## src/rtl/mem_arb_512x8b.sv

```systemverilog
// mem_arb_512x8b: two-port round-robin arbiter in front of a single-port 512x8
// data RAM (ice51 core on port A, secondary master on port B).
//
// Ownership:
//   - A granted access with lock=1 keeps the port in OWN_A / OWN_B.
//   - The hold counter bounds how long a lock can starve the other port.
//
// Read return:
//   - Read data comes back with rvalid strobes that follow the RAM's
//     one-cycle read latency.
//
// Build option:
//   - Define MEM_ARB_FIXED_PRIO_EN to make port A win every idle-state tie.
//   - In that build round-robin is not used, but locks and the hold counter
//     still apply.
module mem_arb_512x8b #(
   parameter int ADDR_W   = 9,
   parameter int DATA_W   = 8,
   parameter int MAX_LOCK = 16
) (
   input  logic              i_clk,
   input  logic              i_nrst,
   input  logic              i_a_req,
   input  logic              i_a_lock,
   input  logic              i_a_we,
   input  logic [ADDR_W-1:0] i_a_addr,
   input  logic [DATA_W-1:0] i_a_wdata,
   output logic              o_a_gnt,
   output logic              o_a_rvalid,
   output logic [DATA_W-1:0] o_a_rdata,
   input  logic              i_b_req,
   input  logic              i_b_lock,
   input  logic              i_b_we,
   input  logic [ADDR_W-1:0] i_b_addr,
   input  logic [DATA_W-1:0] i_b_wdata,
   output logic              o_b_gnt,
   output logic              o_b_rvalid,
   output logic [DATA_W-1:0] o_b_rdata,
   output logic              o_mem_we,
   output logic [ADDR_W-1:0] o_mem_addr,
   output logic [DATA_W-1:0] o_mem_wdata,
   input  logic [DATA_W-1:0] i_mem_rdata
);

   typedef enum logic [1:0] {IDLE, OWN_A, OWN_B} arbState_t;

   localparam int CNT_W = 8;
   localparam logic [CNT_W-1:0] LOCK_LIMIT = CNT_W'(MAX_LOCK);

   arbState_t         r_state;
   arbState_t         w_nextState;
   logic [CNT_W-1:0]  r_holdCnt;
   logic [CNT_W-1:0]  w_holdNext;
   logic [CNT_W-1:0]  w_holdBase;
   logic              w_holdFull;
   logic              w_gntA;
   logic              w_gntB;
   logic              r_rvA;
   logic              r_rvB;
   logic [ADDR_W-1:0] r_addrShadow;
   logic [DATA_W-1:0] r_wdataShadow;
   logic [DATA_W-1:0] r_aRdata;
   logic [DATA_W-1:0] r_bRdata;
`ifdef MEM_ARB_FIXED_PRIO_EN
`else
   logic              r_rrLast;
`endif

   assign w_holdFull = (r_holdCnt == LOCK_LIMIT);

   // Pick this cycle's winner.
   // Grants are forced low while reset is asserted.
   // A saturated hold counter hands one contended cycle to the waiting port.
   always_comb begin
      w_gntA = 1'b0;
      w_gntB = 1'b0;
      if (i_nrst) begin
         case (r_state)
            OWN_A: begin
               if (i_a_req && !(w_holdFull && i_b_req))
                  w_gntA = 1'b1;
               else if (i_b_req)
                  w_gntB = 1'b1;
            end
            OWN_B: begin
               if (i_b_req && !(w_holdFull && i_a_req))
                  w_gntB = 1'b1;
               else if (i_a_req)
                  w_gntA = 1'b1;
            end
            default: begin
               if (i_a_req && i_b_req) begin
`ifdef MEM_ARB_FIXED_PRIO_EN
                  w_gntA = 1'b1;
`else
                  w_gntA = r_rrLast;
                  w_gntB = !r_rrLast;
`endif
               end else begin
                  w_gntA = i_a_req;
                  w_gntB = i_b_req;
               end
            end
         endcase
      end
   end

   // Decide the next ownership state and hold count from the grant.
   // A lock opens or extends an ownership window; anything else drops back
   // to IDLE. The count restarts whenever a port newly takes ownership.
   always_comb begin
      w_nextState = IDLE;
      w_holdNext  = '0;
      w_holdBase  = '0;
      if (w_gntA && i_a_lock) begin
         w_nextState = OWN_A;
         w_holdBase  = (r_state == OWN_A) ? r_holdCnt : '0;
         w_holdNext  = (i_b_req && (w_holdBase != LOCK_LIMIT)) ? w_holdBase + CNT_W'(1) : w_holdBase;
      end else if (w_gntB && i_b_lock) begin
         w_nextState = OWN_B;
         w_holdBase  = (r_state == OWN_B) ? r_holdCnt : '0;
         w_holdNext  = (i_a_req && (w_holdBase != LOCK_LIMIT)) ? w_holdBase + CNT_W'(1) : w_holdBase;
      end
   end

   // Ownership state and hold counter registers.
   always_ff @(posedge i_clk or negedge i_nrst) begin
      if (!i_nrst) begin
         r_state   <= IDLE;
         r_holdCnt <= '0;
      end else begin
         r_state   <= w_nextState;
         r_holdCnt <= w_holdNext;
      end
   end

`ifdef MEM_ARB_FIXED_PRIO_EN
`else
   // Remember the last granted port so the next idle-state tie goes to the other port.
   always_ff @(posedge i_clk or negedge i_nrst) begin
      if (!i_nrst)
         r_rrLast <= 1'b1;
      else if (w_gntA)
         r_rrLast <= 1'b0;
      else if (w_gntB)
         r_rrLast <= 1'b1;
   end
`endif

   // Shadow the last granted address and write data so the RAM bus stays put on idle cycles.
   always_ff @(posedge i_clk or negedge i_nrst) begin
      if (!i_nrst) begin
         r_addrShadow  <= '0;
         r_wdataShadow <= '0;
      end else if (w_gntA) begin
         r_addrShadow  <= i_a_addr;
         r_wdataShadow <= i_a_wdata;
      end else if (w_gntB) begin
         r_addrShadow  <= i_b_addr;
         r_wdataShadow <= i_b_wdata;
      end
   end

   // Track which port owns the read data returning next cycle.
   // Reset clears this pipe so a read in flight is never delivered.
   always_ff @(posedge i_clk or negedge i_nrst) begin
      if (!i_nrst) begin
         r_rvA <= 1'b0;
         r_rvB <= 1'b0;
      end else begin
         r_rvA <= w_gntA && !i_a_we;
         r_rvB <= w_gntB && !i_b_we;
      end
   end

   // Capture returned read data per port so each rdata output holds between reads.
   always_ff @(posedge i_clk or negedge i_nrst) begin
      if (!i_nrst) begin
         r_aRdata <= '0;
         r_bRdata <= '0;
      end else begin
         if (r_rvA)
            r_aRdata <= i_mem_rdata;
         if (r_rvB)
            r_bRdata <= i_mem_rdata;
      end
   end

   assign o_a_gnt     = w_gntA;
   assign o_b_gnt     = w_gntB;
   assign o_mem_we    = (w_gntA && i_a_we) || (w_gntB && i_b_we);
   assign o_mem_addr  = w_gntA ? i_a_addr  : (w_gntB ? i_b_addr  : r_addrShadow);
   assign o_mem_wdata = w_gntA ? i_a_wdata : (w_gntB ? i_b_wdata : r_wdataShadow);
   assign o_a_rvalid  = r_rvA;
   assign o_b_rvalid  = r_rvB;
   assign o_a_rdata   = r_rvA ? i_mem_rdata : r_aRdata;
   assign o_b_rdata   = r_rvB ? i_mem_rdata : r_bRdata;

endmodule

```

## config.mk

```make
export PLATFORM = sky130hd
export DESIGN_NAME = mem_arb_512x8b
export DESIGN_NICKNAME = d
export VERILOG_FILES = /design/src/rtl/mem_arb_512x8b.sv
export SDC_FILE = /design/constraint.sdc
export NUM_CORES = 1
export LEC_CHECK = 0
export CELL_PAD_IN_SITES_DETAIL_PLACEMENT = 1
export CELL_PAD_IN_SITES_GLOBAL_PLACEMENT = 1
export CORE_MARGIN = 1
export CORE_UTILIZATION = 30
export CTS_CLUSTER_SIZE = 30
export DETAILED_ROUTE_END_ITERATION = 7
export MAX_ROUTING_LAYER = met4
export PLACE_DENSITY_LB_ADDON = 0.1
export SYNTH_ARGS = -nofsm -noshare
export SYNTH_HDL_FRONTEND = slang
export SYNTH_SLANG_ARGS = --single-unit
```

## constraint.sdc

```tcl
create_clock -name i_clk -period 4.4 [get_ports i_clk]
set_input_delay 0.88 -clock i_clk [delete_from_list [all_inputs] [get_ports i_clk]]
set_output_delay 0.88 -clock i_clk [all_outputs]
set_load 0.1 [all_outputs]
```

==> flow_summary_export.csv, run 1 <==
group,metric,value,unit
outcome,status,"completed",
critical_path,crit_path_end,"o_mem_wdata[3]",
cts,clock_sinks,46,
floorplan,initial_core_util,31.6,%
cts,postCtsSetupBuffers,0,
drt,drt_pass1_iterations,4,
logic_synthesis,yosysTopAreaCell,"dfrtp_1",
critical_path,reg2reg_to,"r_holdCnt[6]",
final_layout,syn_to_final_growth,50.2,%
floorplan,rows,32,
final_layout,stdcell_count,430,
global_routing,grt_pass1_vias,2201,
critical_path,cp-startpoint,"i_a_req",
critical_path,path_class,"in2out",
global_routing,track_usage,17.7,%
timing,finalSetupViolCount,0,
final_layout,ff_latch_area,0.00115,sq mm
logic_synthesis,syn_inst,245,
power,finalPower,2.42,mW
timing,skew,0.0172,ns
timing,worst_slack,0.402,ns
global_routing,grt_pass1_wl,11.7,mm
hold_path,min_path_type,"reg2reg",
power,powerDensity,645,mW/mm^2
logic_synthesis,synth_edf_count,0,
cts,root_buffer,"clkbuf_8",
cts,clkSlewWorstSetupHoldPaths,0.10,ns
floorplan,io_pins,88,
critical_path,cp-start-kind,"primary input",
logic_synthesis,async_reset_ff_share,100,%
logic_synthesis,yosys_warnings,0,
placement,dpl.hpwl,5.19,mm
logic_synthesis,yosysUniqueCellTypes,47,
timing,period_minus_slack,4.00,ns
placement,dp_slack,0.387,ns
critical_path,crit_top_cell,"buf_12",
timing,slew_headroom,35.8,%
critical_path,max_stage_delay,0.61,ns
cts,clk_latency,0.31,ns
logic_synthesis,syn_nets,301,
drt,num_vias,2137,
global_routing,grt_max_degree,47,
power,clkPwrFrac,12.1,%
timing,setup_tns,0,ns
power,vdd_drop_max,0.000252,V
flow_run,maxCapViolCount,0,
power,p_int,1.11,mW
drt,route.detailed.drc,0,
logic_synthesis,avgSynthCellArea,10.2,sq um
timing,final-max-slew-violation-count,0,
cts,hold_buffers,0,
critical_path,r2r_cells,6,
timing,fmax,250,MHz
logic_synthesis,ys_ff_latch,46,
timing,finalHoldViolCount,0,
critical_path,cpMaxStageDelayCell,"clkdlybuf4s50_1",
timing,period_share,90.9,%
drt,detail_route.wl_per_cell,16.3,microns
floorplan,dieArea,0.00869,sq mm
cts,cts-resized-gates,0,
final_layout,multi_input_area,0.00124,sq mm
power,leakagePower,1.65,nW
critical_path,path_depth,8,
logic_synthesis,synthTopCellsByArea,"dfrtp_1, mux2_2, mux2i_1, nand2_1, ha_1",
logic_synthesis,ys_seq_area_share,46.2,%
critical_path,r2r_setup_slack,1.88,ns
power,power_frac_seq,23.8,%
floorplan,die_y,93.2,microns
final_layout,layout.nets,383,
cts,htreeDepth,2,
critical_path,critPathTopFamily,"buffers and inverters",
cts,cts_buffers,5,
final_layout,num_antenna_cells,0,
final_layout,drive_gt1_share,25.0,%
logic_synthesis,netlist_area,0.00250,sq mm
logic_synthesis,yosysTopAreaCellShare,45.1,%
drt,ant_nets,0,
floorplan,core_area,0.00789,sq mm
cts,clock_path_buffers,2,
critical_path,end_kind,"output port",
drt,drtIter0Drc,82,
timing,worst_hold_slack,0.508,ns
drt,drt-vias-per-instance,4.97,
final_layout,nFillCells,860,
timing,rsz0062_at_grt,"no",
logic_synthesis,synth_ff_type,"dfrtp_1",
cts,cts_tree,"yes",
critical_path,crit_chain,"clkdlybuf4s50_1, or3b_2, a21oi_2, or3_1, buf_12, mux2i_1, o21ai_1, buf_12",
placement,place_congestion,0.831,
placement,dp_cells,422,
power,p_sw_share,54.2,%
power,comb_power_share,64.1,%
global_routing,grt_antenna_before_repair,0,
drt,wirelength,6.99,mm
critical_path,worstPathRequired,3.52,ns
placement,io_buffers,87,
critical_path,rr_startpoint,"r_holdCnt[2]",
floorplan,die_x,93.2,microns
critical_path,path_max_fanout,19,
power,p_sw,1.31,mW
critical_path,critPathArrivalTime,3.12,ns
global_routing,overflow,0,
critical_path,critPathBufInv,3,
timing,tightest_slew,0.960,ns
-- synthesized netlist by cell type (all sizes together) (4+ instances only) --
| cell | n |
|---|---|
| o21ai | 19 |
| nand4 | 7 |
| nand3 | 12 |
| dfrtp | 45 |
| and3 | 4 |
| mux2 | 16 |
| a21oi | 7 |
| ha | 6 |
| a31oi | 4 |
| buf | 10 |
| inv | 11 |
| clkbuf | 7 |
| mux2i | 17 |
| nand2 | 30 |
| nor2 | 10 |
| xnor2 | 5 |
-- final cells by class --
cell class / instances / area share [%]
Inverter: 11 / 1.10
Clock inverter: 3 / 0.767
Multi-Input combinational cell: 171 / 33.1
Clock buffer: 5 / 1.84
Sequential cell: 46 / 30.7
Timing Repair Buffer: 92 / 29.0
Tap cell: 102 / 3.40
-- registers in the layout (all words and copies together), names as in the netlist --
register,cells
o_a_rvalid,1
r_state,2
r_holdCnt,8
r_addrShadow,9
r_aRdata,8
o_b_rvalid,1
r_bRdata,8
r_rrLast,1
r_wdataShadow,8
-- per-layer routing --
layer | up-vias | part of all wire (%) | global-route usage [%]
met5 | - | 0 | -
met4 | 0 | 0.57 | 3.85
met3 | 2 | 3.7 | 2.76
met2 | 50 | 47 | 27.1
met1 | 1043 | 49 | 24.9
li1 | 1042 | - | -
-- how the worst min path moves through the flow --
stage                 from     endpoint  slack (ns)  depth (start not counted)
2_1_floorplan     r_rrLast     r_rrLast        0.48                          2
3_3_place_gp   r_bRdata[5]  r_bRdata[5]        0.48                          1
3_5_place_dp   r_bRdata[7]  r_bRdata[7]        0.49                          1
4_1_cts        r_bRdata[7]  r_bRdata[7]        0.51                          1
5_1_grt        r_bRdata[2]  r_bRdata[2]        0.54                          1
6_report       r_bRdata[7]  r_bRdata[7]        0.51                          1
-- logic make-up after synthesis --
family          Yosys count  share of synthesized area, %
fa+ha+maj                 6                          3.01
xor+xnor                  5                          1.75
simple gates             80                          17.1
mux                      33                          14.0
compound gates           47                          12.1
flops                    46                          46.2
buf+inv                  28                          5.76
-- power by group through the flow --
stage	sequential [mW]	clock, mW	combinational, mW
4_1_cts	0.578	0.306	1.56
3_5_place_dp	0.587	0	1.56
3_3_place_gp	0.581	0	1.55
6_report	0.576	0.293	1.55
2_1_floorplan	0.581	0	1.10
5_1_grt	0.591	0.325	1.60
-- placed cells by master (no fill, tap or decap), types with 7 or more instances in the layout --
| cell type | synthesis | final |
|---|---|---|
| buf_12 | 0 | 22 |
| buf_4 | 1 | 19 |
| clkdlybuf4s50_1 | 0 | 50 |
| dfrtp_1 | 45 | 45 |
| inv_1 | 10 | 10 |
| mux2_2 | 16 | 16 |
| mux2i_1 | 17 | 17 |
| nand2_1 | 30 | 30 |
| nand3_1 | 12 | 12 |
| nand4_1 | 7 | 7 |
| nor2_1 | 10 | 10 |
| o21ai_1 | 8 | 9 |
| o21ai_2 | 0 | 8 |
-- per-stage QoR --
step | utilization (%) | cell area, sq um
final | 47.5 | 3750
after global routing | 47.5 | 3750
after CTS | 47.5 | 3750
after detailed placement | 46.3 | 3650
after global placement | 46.3 | 3650
after floorplan | - | 2530
No activity file was read; power rests on OpenSTA's default activity.
==> run 2, diff against run 1 <==
Settings changed: REMOVE_ABC_BUFFERS from default to 1.
==> flow_summary_export.csv, run 2 (synthesized netlist as in run 1, its figures left out) <==
group,metric,value,unit
cts,cts_tree,"yes",
drt,route.detailed.drc,0,
final_layout,stdcell_count,429,
floorplan,initial_core_util,31.6,%
critical_path,crit_path_end,"o_mem_wdata[3]",
drt,drt-vias-per-instance,5.03,
cts,postCtsSetupBuffers,0,
timing,rsz0062_at_grt,"no",
final_layout,drive_gt1_share,22.3,%
critical_path,worstPathRequired,3.52,ns
timing,period_minus_slack,4.04,ns
timing,finalSetupViolCount,0,
drt,drtIter0Drc,58,
timing,period_share,91.8,%
cts,hold_buffers,0,
placement,dpl.hpwl,5.09,mm
floorplan,io_pins,88,
critical_path,end_kind,"output port",
global_routing,grt_antenna_before_repair,0,
critical_path,r2r_cells,8,
floorplan,dieArea,0.00869,sq mm
global_routing,grt_max_degree,47,
global_routing,grt_pass1_wl,11.7,mm
final_layout,regMostFlops,"r_addrShadow",
outcome,status,"completed",
critical_path,reg2reg_to,"r_wdataShadow[3]",
floorplan,die_y,93.2,microns
cts,cts-resized-gates,0,
power,powerDensity,655,mW/mm^2
cts,htreeDepth,2,
drt,ant_nets,0,
floorplan,die_x,93.2,microns
drt,detail_route.wl_per_cell,16.4,microns
power,leakagePower,1.64,nW
final_layout,largest_register_ffs,9,
power,vdd_drop_max,0.000381,V
critical_path,cp-startpoint,"i_a_req",
cts,cts_buffers,5,
critical_path,cp-start-kind,"primary input",
global_routing,track_usage,18.0,%
cts,clock_sinks,46,
placement,place_congestion,0.799,
critical_path,r2r_setup_slack,1.73,ns
critical_path,rr_startpoint,"r_state[0]",
timing,final-max-slew-violation-count,0,
timing,skew,0.0167,ns
final_layout,layout.nets,382,
placement,io_buffers,87,
critical_path,path_class,"in2out",
critical_path,critPathArrivalTime,3.16,ns
timing,tightest_slew,0.972,ns
flow_run,maxCapViolCount,0,
drt,wirelength,7.02,mm
drt,num_vias,2156,
hold_path,min_path_type,"reg2reg",
timing,setup_tns,0,ns
cts,clk_latency,0.31,ns
timing,slew_headroom,35.0,%
global_routing,overflow,0,
final_layout,final_cell_mix,"clkdlybuf4s50_1, dfrtp_1, nand2_1",
final_layout,final_common_cell,"clkdlybuf4s50_1",
placement,dp_slack,0.342,ns
final_layout,syn_to_final_growth,49.4,%
cts,clock_path_buffers,2,
cts,root_buffer,"clkbuf_8",
critical_path,path_max_fanout,19,
final_layout,finalInstanceArea,0.00373,sq mm
floorplan,core_area,0.00789,sq mm
timing,finalHoldViolCount,0,
placement,placed_area,0.00361,sq mm
drt,drt_pass1_iterations,4,
global_routing,grt_pass1_vias,2324,
cts,clkSlewWorstSetupHoldPaths,0.09,ns
timing,fmax,247,MHz
timing,worst_slack,0.359,ns
floorplan,rows,32,
placement,dp_cells,421,
final_layout,num_antenna_cells,0,
## run 2: through the flow
stage               total power [mW]  utilization (%)  hold WS, ns
floorplan                       1.65                -        0.484
global placement                2.12             45.8        0.480
detailed placement              2.13             45.8        0.488
CTS                             2.47             47.3        0.512
global route                    2.53             47.3        0.531
finish                          2.44             47.3        0.509
## run 2: critical path: stages
cell and delay (ns):
clkdlybuf4s50_1 0.52, or3b_2 0.46, a21oi_2 0.19, or3_1 0.19, buf_12 0.19, mux2i_1 0.08, o21ai_0 0.39, buf_12 0.24
## run 2: where the power goes
part           internal (mW)  switching (mW)
Clock                  0.169           0.159
Combinational          0.438            1.10
Sequential             0.540          0.0378
Total                   1.15            1.29
## run 2: layer usage
metal | track usage [%] | wire (microns) | up-vias
met3 | 5.53 | 452 | 5
met4 | 4.62 | 61 | 0
met1 | 22.8 | 3270 | 1051
met2 | 28.2 | 3240 | 61
li1 | - | - | 1039
met5 | - | 0 | -
## run 2: area by class of cell
type | count | area [sq um]
Tap cell | 102 | 128
Clock inverter | 3 | 45.0
Timing Repair Buffer | 91 | 1080
Fill cell | 838 | 4160
Inverter | 11 | 41.3
Multi-Input combinational cell | 171 | 1210
Sequential cell | 46 | 1150
Clock buffer | 5 | 68.8
## run 2: worst min path at each step
| stage | startpoint | to | depth (start not counted) |
|---|---|---|---|
| final | r_aRdata[6] | r_aRdata[6] | 1 |
| after floorplan | r_rrLast | r_rrLast | 2 |
| after global routing | r_bRdata[3] | r_bRdata[3] | 1 |
| after global placement | r_bRdata[4] | r_bRdata[4] | 1 |
| after detailed placement | r_aRdata[6] | r_aRdata[6] | 1 |
| after CTS | r_aRdata[6] | r_aRdata[6] | 1 |
==> RTL change 1: new RTL, settings of run 1 <==
Re-encode `arbState_t` (3 states) as one-hot, 3 bits wide.
--- a/src/rtl/mem_arb_512x8b.sv
+++ b/src/rtl/mem_arb_512x8b.sv
@@ -42,7 +42,7 @@
    input  logic [DATA_W-1:0] i_mem_rdata
 );
 
-   typedef enum logic [1:0] {IDLE, OWN_A, OWN_B} arbState_t;
+   typedef enum logic [2:0] {IDLE = 3'b001, OWN_A = 3'b010, OWN_B = 3'b100} arbState_t;
 
    localparam int CNT_W = 8;
    localparam logic [CNT_W-1:0] LOCK_LIMIT = CNT_W'(MAX_LOCK);
Behaviour: no difference found for any inputs over 10 cycles, from zero or initial values and one cycle with i_nrst low; not proved beyond that.
==> RTL change 1 against run 1 <==
Design area up 2.7%. Count of clock-buffer cells in the layout did not move. Setup slack better by 0.091 ns. Non-clock buffer count grew 3. Area after synthesis is 5.7% higher. Wire length decreased by 0.60%. Largest power group unchanged. Global-route usage down 1.3 points. Total power fell by 21%. Sequential cell count increased by 1.
==> RTL change 1: results (changes against run 1) <==
global_route:
  use_met1_pct: 21.12  # was 24.89%
  antenna_violations_before_repair: 0  # unchanged
  first_global_vias: 2261  # was 2,201
  groute.layer.met2.usage_pct: 26.85  # was 27.08%
  first_pass_grt_wire_length_um: 11180  # was 11,740 um
  largest_net_degree_at_the_start_of_global_routing: 30  # was 47
  grt.total_usage_pct: 16.45  # was 17.74%
  grt_met3_usage_pct: 3.239  # was 2.764%
yosys:
  synth_area_leaders: "sky130_fd_sc_hd__dfrtp_1, sky130_fd_sc_hd__mux2_2, sky130_fd_sc_hd__mux2_1, sky130_fd_sc_hd__buf_6, sky130_fd_sc_hd__dfstp_2"  # was sky130_fd_sc_hd__dfrtp_1, sky130_fd_sc_hd__mux2_2, sky130_fd_sc_hd__mux2i_1, sky130_fd_sc_hd__nand2_1, sky130_fd_sc_hd__ha_1
  postSynthNetCount: 273  # was 301
  synth_cells: 219  # was 245
  post_synth_num_cell_types: 52  # was 47
  synth-async-reset-ratio_pct: 100.0  # unchanged
  yosys-top-cells-count: "sky130_fd_sc_hd__dfrtp_1, sky130_fd_sc_hd__mux2_2, sky130_fd_sc_hd__nor2_1, sky130_fd_sc_hd__inv_1"  # was sky130_fd_sc_hd__dfrtp_1, sky130_fd_sc_hd__nand2_1, sky130_fd_sc_hd__mux2i_1, sky130_fd_sc_hd__mux2_2, sky130_fd_sc_hd__nand3_1
  synth_sequential_area_ratio_pct: 44.69  # was 46.17%
critical_path:
  crit_path_dat_ns: 3.03  # was 3.12 ns
  critical_path.slowest_cell: "sky130_fd_sc_hd__clkdlybuf4s50_1"  # unchanged
  critPathMaxFanout: 21  # was 19
  critPathMaxStageDelay_ns: 0.48  # was 0.61 ns
  crit_family: "buffers and inverters"  # unchanged
placement:
  preCtsSetupSlack_ns: 0.4732  # was 0.3871 ns
  replace_congestion: 0.7945  # was 0.8312
  placed_area_um2: 3756  # was 3652 um^2
  placed_cells: 407  # was 422
  hpwlAfterDp_um: 5196  # was 5187 um
  placement.io_buffers: 87  # unchanged
routing:
  finalWirelength_um: 6948  # was 6990 um
  first_iter_violations: 30  # was 82
  viasPerCell: 5.012  # was 4.970
final_layout:
  fillCellCount: 911  # was 860
  fraction_of_final_layout_cells_with_drive_strength_greater_than_1_pct: 34.19  # was 25.00%
  layoutNonFillerInstCount: 415  # was 430
  antenna-diode-count: 0  # unchanged
  final_nets: 363  # was 383
timing:
  relSlewSlack_pct: 34.99  # was 35.83%
  timing.clock.skew_ns: 0.008688  # was 0.01722 ns
worst_hold_path:
  hold_class: "flop to flop"  # unchanged
cts:
  cts-root-to-sink-buffers: 2  # unchanged
  numCtsBuffers: 5  # unchanged
  cts-root-buf: "sky130_fd_sc_hd__clkbuf_8"  # unchanged
  worst_skew_late_latency_ns: 0.31  # about the same
  clock_slew_seen_by_the_registers_of_the_worst_setup_and_hold_paths_ns: 0.10  # about the same
pwr:
  powerDensity_nw_per_um2: 495.0  # was 645.1 nW/um^2
  leakagePower_nw: 1.614  # was 1.653 nW
  power.ir.vdd_worst_v: 0.0003018  # was 0.0002516 V
status:
  run_status: "finished clean"  # unchanged
[RTL change 1: final cells by class]
cell class | count | share of cell area, %
clock buffer | 5 | 1.786
inverter | 10 | 0.9743
tap | 105 | 3.410
sequential | 47 | 30.59
timing repair buffer | 95 | 28.19
multi-input combinational | 150 | 34.33
clock inverter | 3 | 0.7145
[RTL change 1: routing by layer]
layer  routed length, um  up-vias  part of all wire [%]
met5                   0        -                     0
met4                  10        0                  0.14
met3                 300        4                   4.3
met2                3471       53                    50
met1                3166     1033                    46
li1                    -      990                     -
[RTL change 1: worst register-to-register path, delay by kind of cell, from the launching register on]
kind	cells	cell delay (ns)
compound gates	2	0.39
mux	2	0.68
buf+inv	2	0.55
simple gates	1	0.32
flops	1	0.52
[RTL change 1: path summary, 6_finish.rpt]
| kind | to | start | depth (start not counted) | slack (ns) |
|---|---|---|---|---|
| min in group asynchronous | r_holdCnt[6]$_DFF_PN0_ | i_nrst | 2 | 0.61 |
| max in group asynchronous | r_state[0]$_DFF_PN1_ | i_nrst | 2 | 3.44 |
| max | o_mem_addr[0] | i_a_req | 7 | 0.49 |
| max reg2reg | r_wdataShadow[6]$_DFF_PN0_ | r_holdCnt[2]$_DFF_PN0_ | 7 | 1.82 |
| min | r_rrLast$_DFFE_PN1P_ | r_rrLast$_DFFE_PN1P_ | 2 | 0.50 |
| min reg2reg | r_rrLast$_DFFE_PN1P_ | r_rrLast$_DFFE_PN1P_ | 2 | 0.50 |
[RTL change 1: report_power, final]
part	leakage (nW)	internal, mW	switching [mW]
Clock	0.0467	0.118	0.172
Sequential	0.575	0.512	0.0243
Combinational	0.992	0.342	0.739
[RTL change 1: cells by family after synthesis]
group / synth area share [%]
compound gates: 14.04
mux: 21.49
xor+xnor: 1.329
buf+inv: 5.171
simple gates: 11.38
flops: 44.69
fa+ha+maj: 1.898
==> RTL change 2: new RTL, config.mk and constraints of run 1 <==
Without the edit above. `MAX_LOCK`: 16 -> 8.
--- a/src/rtl/mem_arb_512x8b.sv
+++ b/src/rtl/mem_arb_512x8b.sv
@@ -16,7 +16,7 @@
 module mem_arb_512x8b #(
    parameter int ADDR_W   = 9,
    parameter int DATA_W   = 8,
-   parameter int MAX_LOCK = 16
+   parameter int MAX_LOCK = 8
 ) (
    input  logic              i_clk,
    input  logic              i_nrst,
Function: changed (a bounded check fails within 10 cycles, from zero or initial values and one cycle with i_nrst low).
==> RTL change 2 against run 1 <==
Wire length decreased by 0.41%. Setup slack improved by 0.16 ns. Critical path depth fell by 1. Sequential share of layout area increased by 0.34 points. Area after synthesis increased by 0.25%. Global-route usage is 0.11 points higher. Total power decreased by 3.5%. Sequential cell count did not move. Worst hold slack got worse by 0.074 ns. Register-to-register slack worse by 0.33 ns. Sequential power shrank 2%. Design area fell by 1.1%. Cell count decreased by 0.70%. Largest power group unchanged. Highest routed layer unchanged.
==> RTL change 2: results (changes against run 1) <==
global_route:
  first_pass_grt_wire_length_um: 11570  # was 11,740 um
  first_global_vias: 2301  # was 2,201
  grt.total_usage_pct: 17.85  # was 17.74%
critical_path:
  critPathMaxFanout: 20  # was 19
  critPathMaxStageDelay_ns: 0.73  # was 0.61 ns
  crit_path_dat_ns: 2.96  # was 3.12 ns
  setup.reg_to_reg.worst_slack_ns: 1.55  # was 1.88 ns
status:
  run_status: "finished clean"  # unchanged
placement:
  placed_area_um2: 3595  # was 3652 um^2
  replace_congestion: 0.8029  # was 0.8312
  preCtsSetupSlack_ns: 0.5431  # was 0.3871 ns
yosys:
  compound_cell_area_share_of_the_yosys_netlist_pct: 12.40  # was 12.13%
  synth_area_leaders: "sky130_fd_sc_hd__dfrtp_1, sky130_fd_sc_hd__mux2_2, sky130_fd_sc_hd__mux2i_1, sky130_fd_sc_hd__nand2_1, sky130_fd_sc_hd__o21ai_0"  # was sky130_fd_sc_hd__dfrtp_1, sky130_fd_sc_hd__mux2_2, sky130_fd_sc_hd__mux2i_1, sky130_fd_sc_hd__nand2_1, sky130_fd_sc_hd__ha_1
  yosys.area_share.xor_xnor_pct: 3.150  # was 1.754%
  synth_sequential_area_ratio_pct: 46.05  # was 46.17%
worst_hold_path:
  hold_class: "input pin to asynchronous set/reset pin"  # was flop to flop
timing:
  hold_slack_ns: 0.4335  # was 0.5080 ns
  measured_slew_at_the_worst_slew_check_pin_ns: 0.9654  # was 0.9596 ns
  timing.clock.skew_ns: 0.009209  # was 0.01722 ns
  period_minus_slack_ns: 3.843  # was 3.998 ns
final_layout:
  final_nets: 380  # was 383
routing:
  viasPerCell: 4.979  # was 4.970
  first_iter_violations: 71  # was 82
  finalWirelength_um: 6961  # was 6990 um
  routed_wire_length_per_instance_um: 16.30  # was 16.26 um
-- RTL change 2: area by class of cell --
type | instances | area, um^2 | area share (%)
clock buffer | 5 | 68.82 | 1.856
sequential | 46 | 1152 | 31.07
timing repair buffer | 92 | 1076 | 29.01
tap | 102 | 127.6 | 3.441
clock inverter | 3 | 45.04 | 1.215
multi-input combinational | 168 | 1197 | 32.29
inverter | 11 | 41.29 | 1.113
-- RTL change 2: where the power goes --
group	total, mW	switching, mW	internal, mW
sequential	0.566	0.0330	0.533
clock	0.325	0.156	0.169
combinational	1.44	1.03	0.413
-- RTL change 2: kinds of logic after synthesis --
| logic type | after synthesis |
|---|---|
| multiplexers | 35 |
| XOR/XNOR | 9 |
| buffers and inverters | 27 |
| adder cells (fa/ha/maj) | 6 |
| AND/OR/NAND/NOR | 72 |
| flip-flops | 46 |
| AO/OA/AOI/OAI | 46 |
-- RTL change 2: per-layer routing --
layer	part of all wire, %	vias to the layer above	GRT usage (%)
met5	0	-	-
met4	1.4	0	5.385
met3	4.8	11	3.252
met2	49	71	28.74
met1	45	1029	22.91
li1	-	1015	-
-- RTL change 2: worst max-delay path: cells and delay by family --
| family | cells | cell delay [ns] |
|---|---|---|
| compound gates | 3 | 0.81 |
| mux | 1 | 0.12 |
| buf+inv | 3 | 1.12 |
-- RTL change 2: path summary, 6_finish.rpt --
| kind | start | end | cells after the start |
|---|---|---|---|
| max | i_b_req | o_mem_wdata[6] | 7 |
| min | i_nrst | r_addrShadow[1]$_DFF_PN0_ | 1 |
| max reg2reg | r_holdCnt[2]$_DFF_PN0_ | r_holdCnt[5]$_DFF_PN0_ | 8 |
| min reg2reg | r_rrLast$_DFFE_PN1P_ | r_rrLast$_DFFE_PN1P_ | 2 |
| max in group asynchronous | i_nrst | r_holdCnt[5]$_DFF_PN0_ | 2 |
| min in group i_clk | r_rrLast$_DFFE_PN1P_ | r_rrLast$_DFFE_PN1P_ | 2 |
